**src/rtl/onchip_mem_stream_reader_if.sv**
```systemverilog
// Bus bundle for the stream reader: Avalon-MM read side toward the on-chip memory
// and the Avalon-ST source toward the downstream consumer.
interface onchip_mem_stream_reader_if #(
    parameter int ADDR_W = 14,
    parameter int DATA_W = 32
);
    logic [ADDR_W-1:0] mem_address;
    logic              mem_chipselect;
    logic              mem_write;
    logic [3:0]        mem_byteenable;
    logic [DATA_W-1:0] mem_writedata;
    logic              mem_clken;
    logic [DATA_W-1:0] mem_readdata;

    logic [DATA_W-1:0] st_data;
    logic              st_valid;
    logic              st_ready;
    logic              st_sop;
    logic              st_eop;

    modport master (
        output mem_address, mem_chipselect, mem_write, mem_byteenable,
               mem_writedata, mem_clken,
        input  mem_readdata,
        output st_data, st_valid, st_sop, st_eop,
        input  st_ready
    );

    modport slave (
        input  mem_address, mem_chipselect, mem_write, mem_byteenable,
               mem_writedata, mem_clken,
        output mem_readdata,
        input  st_data, st_valid, st_sop, st_eop,
        output st_ready
    );
endinterface

```
**src/rtl/onchip_mem_stream_reader.sv**
```systemverilog
// Drains a contiguous word range from the on-chip memory into a credit-limited
// output FIFO and presents it as an Avalon-ST source with sop/eop framing.
//
// state  | meaning
// IDLE   | waiting for start; request fields latched on start
// RUN    | issuing reads while FIFO credit is available
// DRAIN  | all reads issued; waiting for returns and the last beat to leave
// DONE   | one-cycle completion pulse, then back to IDLE
module onchip_mem_stream_reader #(
    parameter int ADDR_W       = 14,
    parameter int DATA_W       = 32,
    parameter int MEM_WORDS    = 12000,
    parameter int READ_LATENCY = 1,
    parameter int FIFO_DEPTH   = 4
) (
    input  logic              clk,
    input  logic              reset,
    input  logic              start,
    input  logic [ADDR_W-1:0] base_addr,
    input  logic [ADDR_W-1:0] word_count,
    output logic              busy,
    output logic              done,
    output logic              error,
    onchip_mem_stream_reader_if.master bus
);
    localparam int PTR_W = $clog2(FIFO_DEPTH);
    localparam int CNT_W = PTR_W + 2;

    typedef enum logic [1:0] {S_IDLE, S_RUN, S_DRAIN, S_DONE} state_t;

    state_t                state, state_nxt;
    logic [ADDR_W-1:0]     addr_q, wc_q, issue_cnt, push_cnt;
    logic [READ_LATENCY-1:0] vld_sr;
    logic [DATA_W+1:0]     fifo_mem [FIFO_DEPTH];
    logic [DATA_W+1:0]     fifo_head;
    logic [PTR_W-1:0]      wr_ptr, rd_ptr;
    logic [PTR_W:0]        fifo_count;
    logic [CNT_W-1:0]      in_flight, credit_used;
    logic [ADDR_W:0]       end_addr;
    logic                  range_err, issue, push, pop, push_sop, push_eop;

    assign end_addr  = {1'b0, base_addr} + {1'b0, word_count};
    assign range_err = end_addr > (ADDR_W+1)'(MEM_WORDS);

    always_comb begin
        in_flight = '0;
        for (int i = 0; i < READ_LATENCY; i++)
            in_flight = in_flight + CNT_W'(vld_sr[i]);
    end

    // Registered FIFO count: a pop this cycle frees its credit only next cycle.
    assign credit_used = CNT_W'(fifo_count) + in_flight;
    assign push        = vld_sr[READ_LATENCY-1];
    assign pop         = bus.st_valid & bus.st_ready;
    assign push_sop    = (push_cnt == '0);
    assign push_eop    = (push_cnt == wc_q - ADDR_W'(1));

    always_comb begin
        state_nxt = state;
        issue     = 1'b0;
        case (state)
            S_IDLE: begin
                if (start) begin
                    if (word_count == '0 || range_err) state_nxt = S_DONE;
                    else                               state_nxt = S_RUN;
                end
            end
            S_RUN: begin
                if (credit_used < CNT_W'(FIFO_DEPTH)) begin
                    issue = 1'b1;
                    if (issue_cnt + ADDR_W'(1) == wc_q) state_nxt = S_DRAIN;
                end
            end
            S_DRAIN: begin
                if (vld_sr == '0 && fifo_count == (PTR_W+1)'(pop)) state_nxt = S_DONE;
            end
            S_DONE:  state_nxt = S_IDLE;
            default: state_nxt = S_IDLE;
        endcase
    end

    always_ff @(posedge clk) begin
        if (reset) begin
            state      <= S_IDLE;
            addr_q     <= '0;
            wc_q       <= '0;
            issue_cnt  <= '0;
            push_cnt   <= '0;
            vld_sr     <= '0;
            wr_ptr     <= '0;
            rd_ptr     <= '0;
            fifo_count <= '0;
            error      <= 1'b0;
        end else begin
            state <= state_nxt;
            if (state == S_IDLE && start) begin
                addr_q    <= base_addr;
                wc_q      <= word_count;
                issue_cnt <= '0;
                push_cnt  <= '0;
                error     <= (word_count != '0) && range_err;
            end
            if (issue) begin
                addr_q    <= addr_q + ADDR_W'(1);
                issue_cnt <= issue_cnt + ADDR_W'(1);
            end
            vld_sr[0] <= issue;
            for (int i = 1; i < READ_LATENCY; i++)
                vld_sr[i] <= vld_sr[i-1];
            if (push) begin
                wr_ptr   <= wr_ptr + PTR_W'(1);
                push_cnt <= push_cnt + ADDR_W'(1);
            end
            if (pop)
                rd_ptr <= rd_ptr + PTR_W'(1);
            case ({push, pop})
                2'b10:   fifo_count <= fifo_count + (PTR_W+1)'(1);
                2'b01:   fifo_count <= fifo_count - (PTR_W+1)'(1);
                default: fifo_count <= fifo_count;
            endcase
        end
    end

    // Framing flags travel with the data so they stay stable under backpressure.
    always_ff @(posedge clk) begin
        if (push)
            fifo_mem[wr_ptr] <= {push_sop, push_eop, bus.mem_readdata};
    end

    assign fifo_head = fifo_mem[rd_ptr];

    assign busy = (state != S_IDLE);
    assign done = (state == S_DONE);

    assign bus.mem_address    = addr_q;
    assign bus.mem_chipselect = issue;
    assign bus.mem_write      = 1'b0;
    assign bus.mem_byteenable = 4'hF;
    assign bus.mem_writedata  = '0;
    assign bus.mem_clken      = 1'b1;

    assign bus.st_valid = (fifo_count != '0);
    assign bus.st_data  = fifo_head[DATA_W-1:0];
    assign bus.st_sop   = bus.st_valid & fifo_head[DATA_W+1];
    assign bus.st_eop   = bus.st_valid & fifo_head[DATA_W];
endmodule

```
**src/flat_wrapper.sv**
```systemverilog
// flat-port wrapper written by rule: the top's interface ports become plain ports
module onchip_mem_stream_reader_flat 
#(
    parameter int ADDR_W       = 14,
    parameter int DATA_W       = 32,
    parameter int MEM_WORDS    = 12000,
    parameter int READ_LATENCY = 1,
    parameter int FIFO_DEPTH   = 4
)
  (clk, reset, start, base_addr, word_count, busy, done, error, bus_mem_address, bus_mem_chipselect, bus_mem_write, bus_mem_byteenable, bus_mem_writedata, bus_mem_clken, bus_mem_readdata, bus_st_data, bus_st_valid, bus_st_sop, bus_st_eop, bus_st_ready);
  onchip_mem_stream_reader_if #(.ADDR_W(ADDR_W), .DATA_W(DATA_W)) bus_i ();
  input  logic clk;
  input  logic reset;
  input  logic start;
  input  logic [ADDR_W-1:0] base_addr;
  input  logic [ADDR_W-1:0] word_count;
  output logic busy;
  output logic done;
  output logic error;
  output wire logic [$bits(bus_i.mem_address)-1:0] bus_mem_address;
  output wire logic [$bits(bus_i.mem_chipselect)-1:0] bus_mem_chipselect;
  output wire logic [$bits(bus_i.mem_write)-1:0] bus_mem_write;
  output wire logic [$bits(bus_i.mem_byteenable)-1:0] bus_mem_byteenable;
  output wire logic [$bits(bus_i.mem_writedata)-1:0] bus_mem_writedata;
  output wire logic [$bits(bus_i.mem_clken)-1:0] bus_mem_clken;
  input wire logic [$bits(bus_i.mem_readdata)-1:0] bus_mem_readdata;
  output wire logic [$bits(bus_i.st_data)-1:0] bus_st_data;
  output wire logic [$bits(bus_i.st_valid)-1:0] bus_st_valid;
  output wire logic [$bits(bus_i.st_sop)-1:0] bus_st_sop;
  output wire logic [$bits(bus_i.st_eop)-1:0] bus_st_eop;
  input wire logic [$bits(bus_i.st_ready)-1:0] bus_st_ready;
  assign bus_mem_address = bus_i.mem_address;
  assign bus_mem_chipselect = bus_i.mem_chipselect;
  assign bus_mem_write = bus_i.mem_write;
  assign bus_mem_byteenable = bus_i.mem_byteenable;
  assign bus_mem_writedata = bus_i.mem_writedata;
  assign bus_mem_clken = bus_i.mem_clken;
  assign bus_i.mem_readdata = bus_mem_readdata;
  assign bus_st_data = bus_i.st_data;
  assign bus_st_valid = bus_i.st_valid;
  assign bus_st_sop = bus_i.st_sop;
  assign bus_st_eop = bus_i.st_eop;
  assign bus_i.st_ready = bus_st_ready;
  onchip_mem_stream_reader #(.ADDR_W(ADDR_W), .DATA_W(DATA_W), .MEM_WORDS(MEM_WORDS), .READ_LATENCY(READ_LATENCY), .FIFO_DEPTH(FIFO_DEPTH)) u_core (.clk(clk), .reset(reset), .start(start), .base_addr(base_addr), .word_count(word_count), .busy(busy), .done(done), .error(error), .bus(bus_i));
endmodule
```
**config.mk**
```make
export PLATFORM = sky130hd
export DESIGN_NAME = onchip_mem_stream_reader_flat
export DESIGN_NICKNAME = d
export VERILOG_FILES = /design/src/rtl/onchip_mem_stream_reader_if.sv /design/src/rtl/onchip_mem_stream_reader.sv /design/src/flat_wrapper.sv
export SDC_FILE = /design/constraint.sdc
export NUM_CORES = 1
export LEC_CHECK = 0
export ABC_AREA = 1
export CELL_PAD_IN_SITES_DETAIL_PLACEMENT = 0
export CELL_PAD_IN_SITES_GLOBAL_PLACEMENT = 1
export CORE_MARGIN = 8
export CORE_UTILIZATION = 45
export DETAILED_ROUTE_END_ITERATION = 10
export PLACE_DENSITY = 0.94
export SKIP_CTS_REPAIR_TIMING = 1
export SLEW_MARGIN = 15
export SYNTH_ARGS = -nofsm -noshare
export SYNTH_HDL_FRONTEND = slang
export SYNTH_SLANG_ARGS = --single-unit
```
**constraint.sdc**
```tcl
create_clock -name clk -period 3.85 [get_ports clk]
set_input_delay 0.385 -clock clk [delete_from_list [all_inputs] [get_ports clk]]
set_output_delay 0.385 -clock clk [all_outputs]
set_load 0.1 [all_outputs]
```
==> results.md, run 1 <==
- Proportion of power drawn by flip-flops and latches: 30.6%
- IO Pins: 155
- Leading area contributor after synthesis: edfxtp_1
- Multi-input logic area: 0.00428 sq mm
- First DRT Iteration DRCs: 660
- Min-Delay Path Depth: 1
- Area fraction of the dominant cell type after synthesis: 38.9%
- Number of instances in the synthesized netlist: 1192
- Setup slack of the most critical reg-to-reg path: 1420 ps
- Worst hold endpoint: u_core.rd_ptr[0]$_SDFFE_PP0P_
- Category of the most critical setup path: reg2out
- Number of global-route vias before repair: 8102
- Outcome: finished, final reports clean
- Main flop type after synthesis: edfxtp_1
- Overall via count from detail_route: 8390
- Maximum clock skew at final layout: 23.5 ps
- Power share of the combinational group: 47.5%
- Final setup margin: 818 ps
- Starting density of the core: 45.2%
- Length in cells of the worst reg-to-reg path: 9
- Cell Area, Synth: 0.0105 sq mm
- Number of port buffers: 116
- Unrepaired setup endpoints after global routing: no
- Row count: 56
- Tightest Hold Check Type: reg2reg
- Total power draw: 9.02 mW
- Clock group share of total power: 21.9%
- Core region area: 0.0232 sq mm
- Crit path arrival time: 2650 ps
- Proportion of total power due to net switching: 47.7%
- Post-route fraction of the period consumed by the critical path: 78.8%
- Max-slew headroom at the worst pin: 30.9%
- DRT Pass-1 Iters: 5
- Total of flip-flops plus latches after synthesis: 205
- Area of the die: 0.0285 sq mm
- Sequential fraction of the synthesis area: 52.1%
- Top post-synthesis cells by area: edfxtp_1 39%, dfxtp_1 13%, nand2_1 7.7%
- Placement-stage worst setup slack: 1080 ps
- Critical-path maximum fanout: 23
- Final setup violating endpoints: 0
- Yosys warning total: 0
- Initial antenna violation count: 0
- Worst reg2reg endpoint: u_core.bus.mem_address[13]$_SDFFE_PP0P_
- Grt total ovfl: 0
- Area overhead of the layout relative to synthesis: 19.0%
- Cell at the root of the clock tree: clkbuf_16
- Clock period minus worst slack: 3030 ps
- Critical Path Sink Type: output pin
- Count of flip-flops with a built-in enable after synthesis: 136
- Final-report hold violation count: 0
- Sequential cell area: 0.00547 sq mm
- Buffers from clock root to sink, at most: 3
- Worst-path clk slew: 60 ps
- Gp weighted congestion: 0.865
- Fraction of layout instances using a drive strength above 1: 8.42%
- Critical path startpoint category: register
- DR DRC count: 0
- Post-DP HPWL: 18.4 mm
- Lkg Pwr: 4.85 nW
- Routed len/inst: 15.8 microns
- CTS Buf Count: 22
- Global-route wire length before repair: 41.1 mm
- Mean area per synthesized cell: 8.80 sq um
- # nets final: 1397
- Post-synthesis async set-or-reset flop share: 0%
- Cell count after placement: 1597
- Sw power: 4.30 mW
- Cell variety after synth: 47
- Antenna diode count: 0
- Data required, critical path: 3460 ps
- Final wirelength: 25.8 mm
- Startpoint of the tightest hold check path: u_core.rd_ptr[0]$_SDFFE_PP0P_
- Fin Setup TNS: 0 ps
- Commonest cells after routing, fill and taps aside: 216 x nand2_1, 146 x nor2_1, 136 x edfxtp_1, 112 x inv_1, 100 x o21ai_0
- Count of clock tree sinks: 205
- Transition time at the pin with the least slew margin: 1030 ps
- Max-cap violation count: 0
- Fill count: 2040
- Maximum number of pins on one net before global-route repair: 69
- Via/cell ratio: 5.13
- Most common library cell in the layout ignoring fill and taps: nand2_1
- Max-slew violations: 0
- Height of the die: 169 microns
- Cell Count, Final, Fillers Out: 1637
- RR Startpoint: u_core.push$_SDFF_PP0_
- CTS tree: built
- Final Cell Area: 0.0125 sq mm
- Floorplan die width: 169 microns
- Placement-stage cell area: 0.0118 sq mm
- GR Util All Layers: 17.6%
- Achievable Freq: 330 MHz
- Worst-case vdd ir drop: 0.549 mV
- Clock latency at the later pin of the worst-skew pair: 510 ps
- Number of H-tree levels: 1
- Internal Power: 4.72 mW
- Pwr per Cell Area: 723 mW/mm^2
- Post-detailed-route count of antenna-violating nets: 0
-- synthesized netlist by cell type, types with 7 or more instances --
cell type / number
nand2_1: 216
nor2_1: 146
edfxtp_1: 136
inv_1: 112
o21ai_0: 100
a21oi_1: 72
dfxtp_1: 69
nand3_1: 69
buf_4: 38
o22ai_1: 36
clkbuf_1: 33
ha_1: 29
xor2_1: 22
nand4_1: 12
xnor2_1: 11
or2_2: 9
nand2_2: 7
nor3_1: 7
nor4_1: 7
-- power by group through the flow --
stage               Combinational [mW]  Sequential [mW]  Clock [mW]
global route                      4.57             2.79        2.10
global placement                  4.26             2.80           0
floorplan                         2.98             3.12           0
CTS                               4.31             2.76        2.02
finish                            4.28             2.76        1.98
detailed placement                4.29             2.81           0
-- sequential cells by signal, indices dropped and copies added, names as in the netlist, named ones only --
register / flops
u_core.wr_ptr: 2
u_core.push: 1
u_core.wc_q: 14
u_core.push_cnt: 14
u_core.state: 2
u_core.fifo_mem: 136
u_core.issue_cnt: 14
u_core.error: 1
u_core.rd_ptr: 2
u_core.fifo_count: 3
u_core.bus.mem_address: 14
-- worst max-delay path by stage --
stage / startpoint / to / slack (ps) / depth (start not counted)
3_5_place_dp: base_addr[0] / u_core.state[1]$_SDFFE_PP0P_ / 1080 / 18
6_report: u_core.push$_SDFF_PP0_ / bus_mem_chipselect / 820 / 6
3_3_place_gp: base_addr[0] / u_core.state[1]$_SDFFE_PP0P_ / 1090 / 18
2_1_floorplan: register / bus_st_data[22] / 970 / 4
5_1_grt: u_core.push$_SDFF_PP0_ / bus_mem_chipselect / 630 / 6
4_1_cts: u_core.push$_SDFF_PP0_ / bus_mem_chipselect / 800 / 6
-- area by class of cell --
| class | instances | share of cell area (%) |
|---|---|---|
| clock inverter | 9 | 0.582 |
| timing repair buffer | 130 | 9.75 |
| multi-input combinational | 829 | 34.3 |
| tap | 319 | 3.20 |
| clock buffer | 31 | 4.92 |
| inverter | 114 | 3.43 |
| sequential | 205 | 43.8 |
-- stage by stage --
stage,hold slack (ps),util [%]
after detailed placement,462,50.8
after CTS,478,53.8
after global placement,453,50.8
after floorplan,436,-
final,480,53.8
after global routing,505,53.8
-- critical path, cell delays in order (launching register included) --
cell and delay [ps]:
dfxtp_1 430, nand2_1 100, nand2_1 50, o21ai_0 130
nand2_1 330, inv_1 680, buf_4 420
-- kinds of logic (layout without fill, tap and decap cells) --
kind of cell,Yosys count,after routing,share of synthesized area (%)
fa+ha+maj,31,31,3.84
buf+inv,194,284,8.37
flops,205,205,52.1
simple gates,489,489,20.0
compound gates,236,236,12.4
xor+xnor,35,35,3.18
other cells,2,38,0.0716
-- per-layer routing --
| metal | GRT usage, % | up-vias | routed length (microns) |
|---|---|---|---|
| met2 | 29.8 | 259 | 12300 |
| li1 | - | 4199 | - |
| met5 | 0 | - | 0 |
| met4 | 4.35 | 0 | 444 |
| met3 | 3.61 | 29 | 1770 |
| met1 | 22.8 | 3903 | 11300 |
Note: power is estimated with default switching activity, not from simulation.
==> run 2: changes to the inputs <==
- CORE_UTILIZATION: 45 -> 41
- PLACE_DENSITY: 0.94 -> 0.88
- clock period: 3.85 -> 3 ns (I/O delays scaled with it)
==> results.md, run 2 (synthesized netlist as in run 1, its figures left out) <==
- Most common library cell in the layout ignoring fill and taps: nand2_1
- First DRT Iteration DRCs: 611 (-7.4%)
- Maximum number of pins on one net before global-route repair: 69 (unchanged)
- Startpoint of the tightest hold check path: bus_mem_readdata[11]
- Achievable Freq: 368 MHz
- Placement-stage cell area: 0.0122 sq mm (+3.6%)
- Starting density of the core: 41.7% (-3.6 points)
- CTS Buf Count: 23 (+4.5%)
- Grt total ovfl: 0 (unchanged)
- Length in cells of the worst reg-to-reg path: 16 (+7)
- DRT Pass-1 Iters: 5 (unchanged)
- CTS tree: built
- Final-report hold violation count: 0 (unchanged)
- Placement-stage worst setup slack: 311 ps (-769 ps)
- Final wirelength: 25.8 mm (-0.17%)
- RR Startpoint: u_core.issue_cnt[0]$_SDFFE_PP0P_
- Critical path cell sequence: clkinv_1 -> buf_12 -> o21ai_0 -> a21oi_1 -> buf_12
- Critical Path Sink Type: output pin
- Data required, critical path: 2700 ps (-760 ps)
- Bufs and invs on worst path: 3 (+1)
- Max-cap violation count: 0 (unchanged)
- Unrepaired setup endpoints after global routing: no
- Area overhead of the layout relative to synthesis: 23.3%
- Final setup violating endpoints: 0 (unchanged)
- Number of flip-flops in the largest register: 136 (unchanged)
- Floorplan die width: 176 microns (+4.3%)
- Height of the die: 176 microns (+4.3%)
- Number of global-route vias before repair: 8149 (+0.58%)
- Critical path's most frequent cell: buf_12
- Post-route fraction of the period consumed by the critical path: 90.6%
- Fin Setup TNS: 0 ps (unchanged)
- Clock period minus worst slack: 2720 ps
- Tightest Hold Check Type: in2reg
- Maximum clock skew at final layout: 8.39 ps (-15.1 ps)
- Initial antenna violation count: 0 (unchanged)
- Worst reg2reg endpoint: u_core.state[0]$_SDFFE_PP0P_
- Commonest cells after routing, fill and taps aside: 216 x nand2_1, 146 x nor2_1, 136 x edfxtp_1, 111 x inv_1, 100 x o21ai_0
- Final core utilization: 51.4% (-2.4 points)
- Master of the slowest instance on the critical path: clkinv_1
- Row count: 58 (+3.6%)
- IO Pins: 155 (unchanged)
- Final Cell Area: 0.0129 sq mm (+3.7%)
- Category of the most critical setup path: reg2out
- Fraction of layout instances using a drive strength above 1: 9.90% (+1.5 points)
- Worst-path clk slew: 60 ps (about the same)
- Max-slew headroom at the worst pin: 50.9% (+20 points)
- Outcome: finished, final reports clean
- Min-Delay Path Depth: 1 (unchanged)
- Overall via count from detail_route: 8371 (-0.23%)
- Post-detailed-route count of antenna-violating nets: 0 (unchanged)
- GR Util All Layers: 16.3% (-1.3 points)
- Number of port buffers: 116 (unchanged)
- Cell at the root of the clock tree: clkbuf_16
- Final setup margin: 283 ps (-534 ps)
- Area of the die: 0.0310 sq mm (+8.8%)
- Register with the highest flop count: u_core.fifo_mem
- Number of H-tree levels: 1 (unchanged)
- Critical path startpoint category: register
- Core region area: 0.0252 sq mm (+8.6%)
- Clock latency at the later pin of the worst-skew pair: 510 ps (about the same)
- Worst-case vdd ir drop: 1.01 mV (+85%)
- Max-slew violations: 0 (unchanged)
- Routed len/inst: 15.6 microns (-1.1%)
- Setup slack of the most critical reg-to-reg path: 610 ps (-810 ps)
- Buffers from clock root to sink, at most: 3 (unchanged)
- Via/cell ratio: 5.06 (-1.2%)
- # nets final: 1401 (+0.29%)
- Transition time at the pin with the least slew margin: 732 ps (-302 ps)
- Critical path's top delay family: buffers and inverters
- Pwr per Cell Area: 948 mW/mm^2 (+31%)
- Critical-path maximum fanout: 42 (+83%)
- DR DRC count: 0 (unchanged)
- Crit path arrival time: 2420 ps (-230 ps)
- Global-route wire length before repair: 41.4 mm (+0.65%)
- Post-DP HPWL: 18.5 mm (+0.52%)
- Lkg Pwr: 5.06 nW (+4.3%)
- Antenna diode count: 0 (unchanged)
- Worst hold endpoint: u_core.fifo_mem[3][11]$_DFFE_PP_
- Gp weighted congestion: 0.872 (+0.81%)
- CP max stage delay: 570 ps (-110 ps)
- Count of clock tree sinks: 205 (unchanged)
## run 2: worst register-to-register path, cell delays in order (launching register included)
cell	delay, ps
dfxtp_1	520
ha_1	360
nand2_2	140
nor2_4	150
nand3_1	110
nand3_1	100
nand3_1	80
nor2_1	110
nand2_1	60
nor2_1	150
nand2_1	120
nand2_1	90
nand2_2	60
inv_2	70
nand2_1	50
nand2_1	50
nor2_1	30
## run 2: layer usage
| layer | up-vias | GRT usage, % | routed length, microns |
|---|---|---|---|
| met1 | 3874 | 21.0 | 11300 |
| met5 | - | 0 | 0 |
| met2 | 244 | 27.5 | 12300 |
| li1 | 4208 | - | - |
| met3 | 45 | 3.08 | 1620 |
| met4 | 0 | 4.77 | 643 |
## run 2: how the worst max path moves through the flow
stage / end / start / cells after the start
3_3_place_gp: u_core.state[1]$_SDFFE_PP0P_ / base_addr[0] / 18
4_1_cts: bus_st_eop / register / 5
6_report: bus_st_eop / register / 5
2_1_floorplan: bus_st_data[22] / register / 4
3_5_place_dp: u_core.state[1]$_SDFFE_PP0P_ / base_addr[0] / 18
5_1_grt: bus_st_eop / register / 5
## run 2: final cells by class
type                            instances  area [sq um]
Inverter                              114           428
Tap cell                              330           413
Sequential cell                       205          5470
Clock inverter                         15           124
Clock buffer                           27           591
Timing Repair Buffer                  133          1630
Fill cell                            2291         12200
Multi-Input combinational cell        829          4280
## run 2: power breakdown
| group | switching (mW) | internal [mW] | total, mW | leakage [nW] |
|---|---|---|---|---|
| sequential | 0.219 | 3.31 | 3.53 | 1.78 |
| combinational | 4.32 | 1.78 | 6.10 | 2.94 |
| clock | 1.12 | 1.51 | 2.63 | 0.334 |
| total | 5.66 | 6.60 | 12.3 | 5.06 |
## run 2: metrics by stage
stage / hold slack, ps / std cells / total power, mW
6_report: 420 / 1653 / 12.3
5_1_grt: 415 / 1653 / 12.9
4_1_cts: 406 / 1653 / 12.3
3_5_place_dp: 459 / 1611 / 9.71
3_3_place_gp: 448 / 1611 / 9.68
2_1_floorplan: 399 / 1228 / 7.82
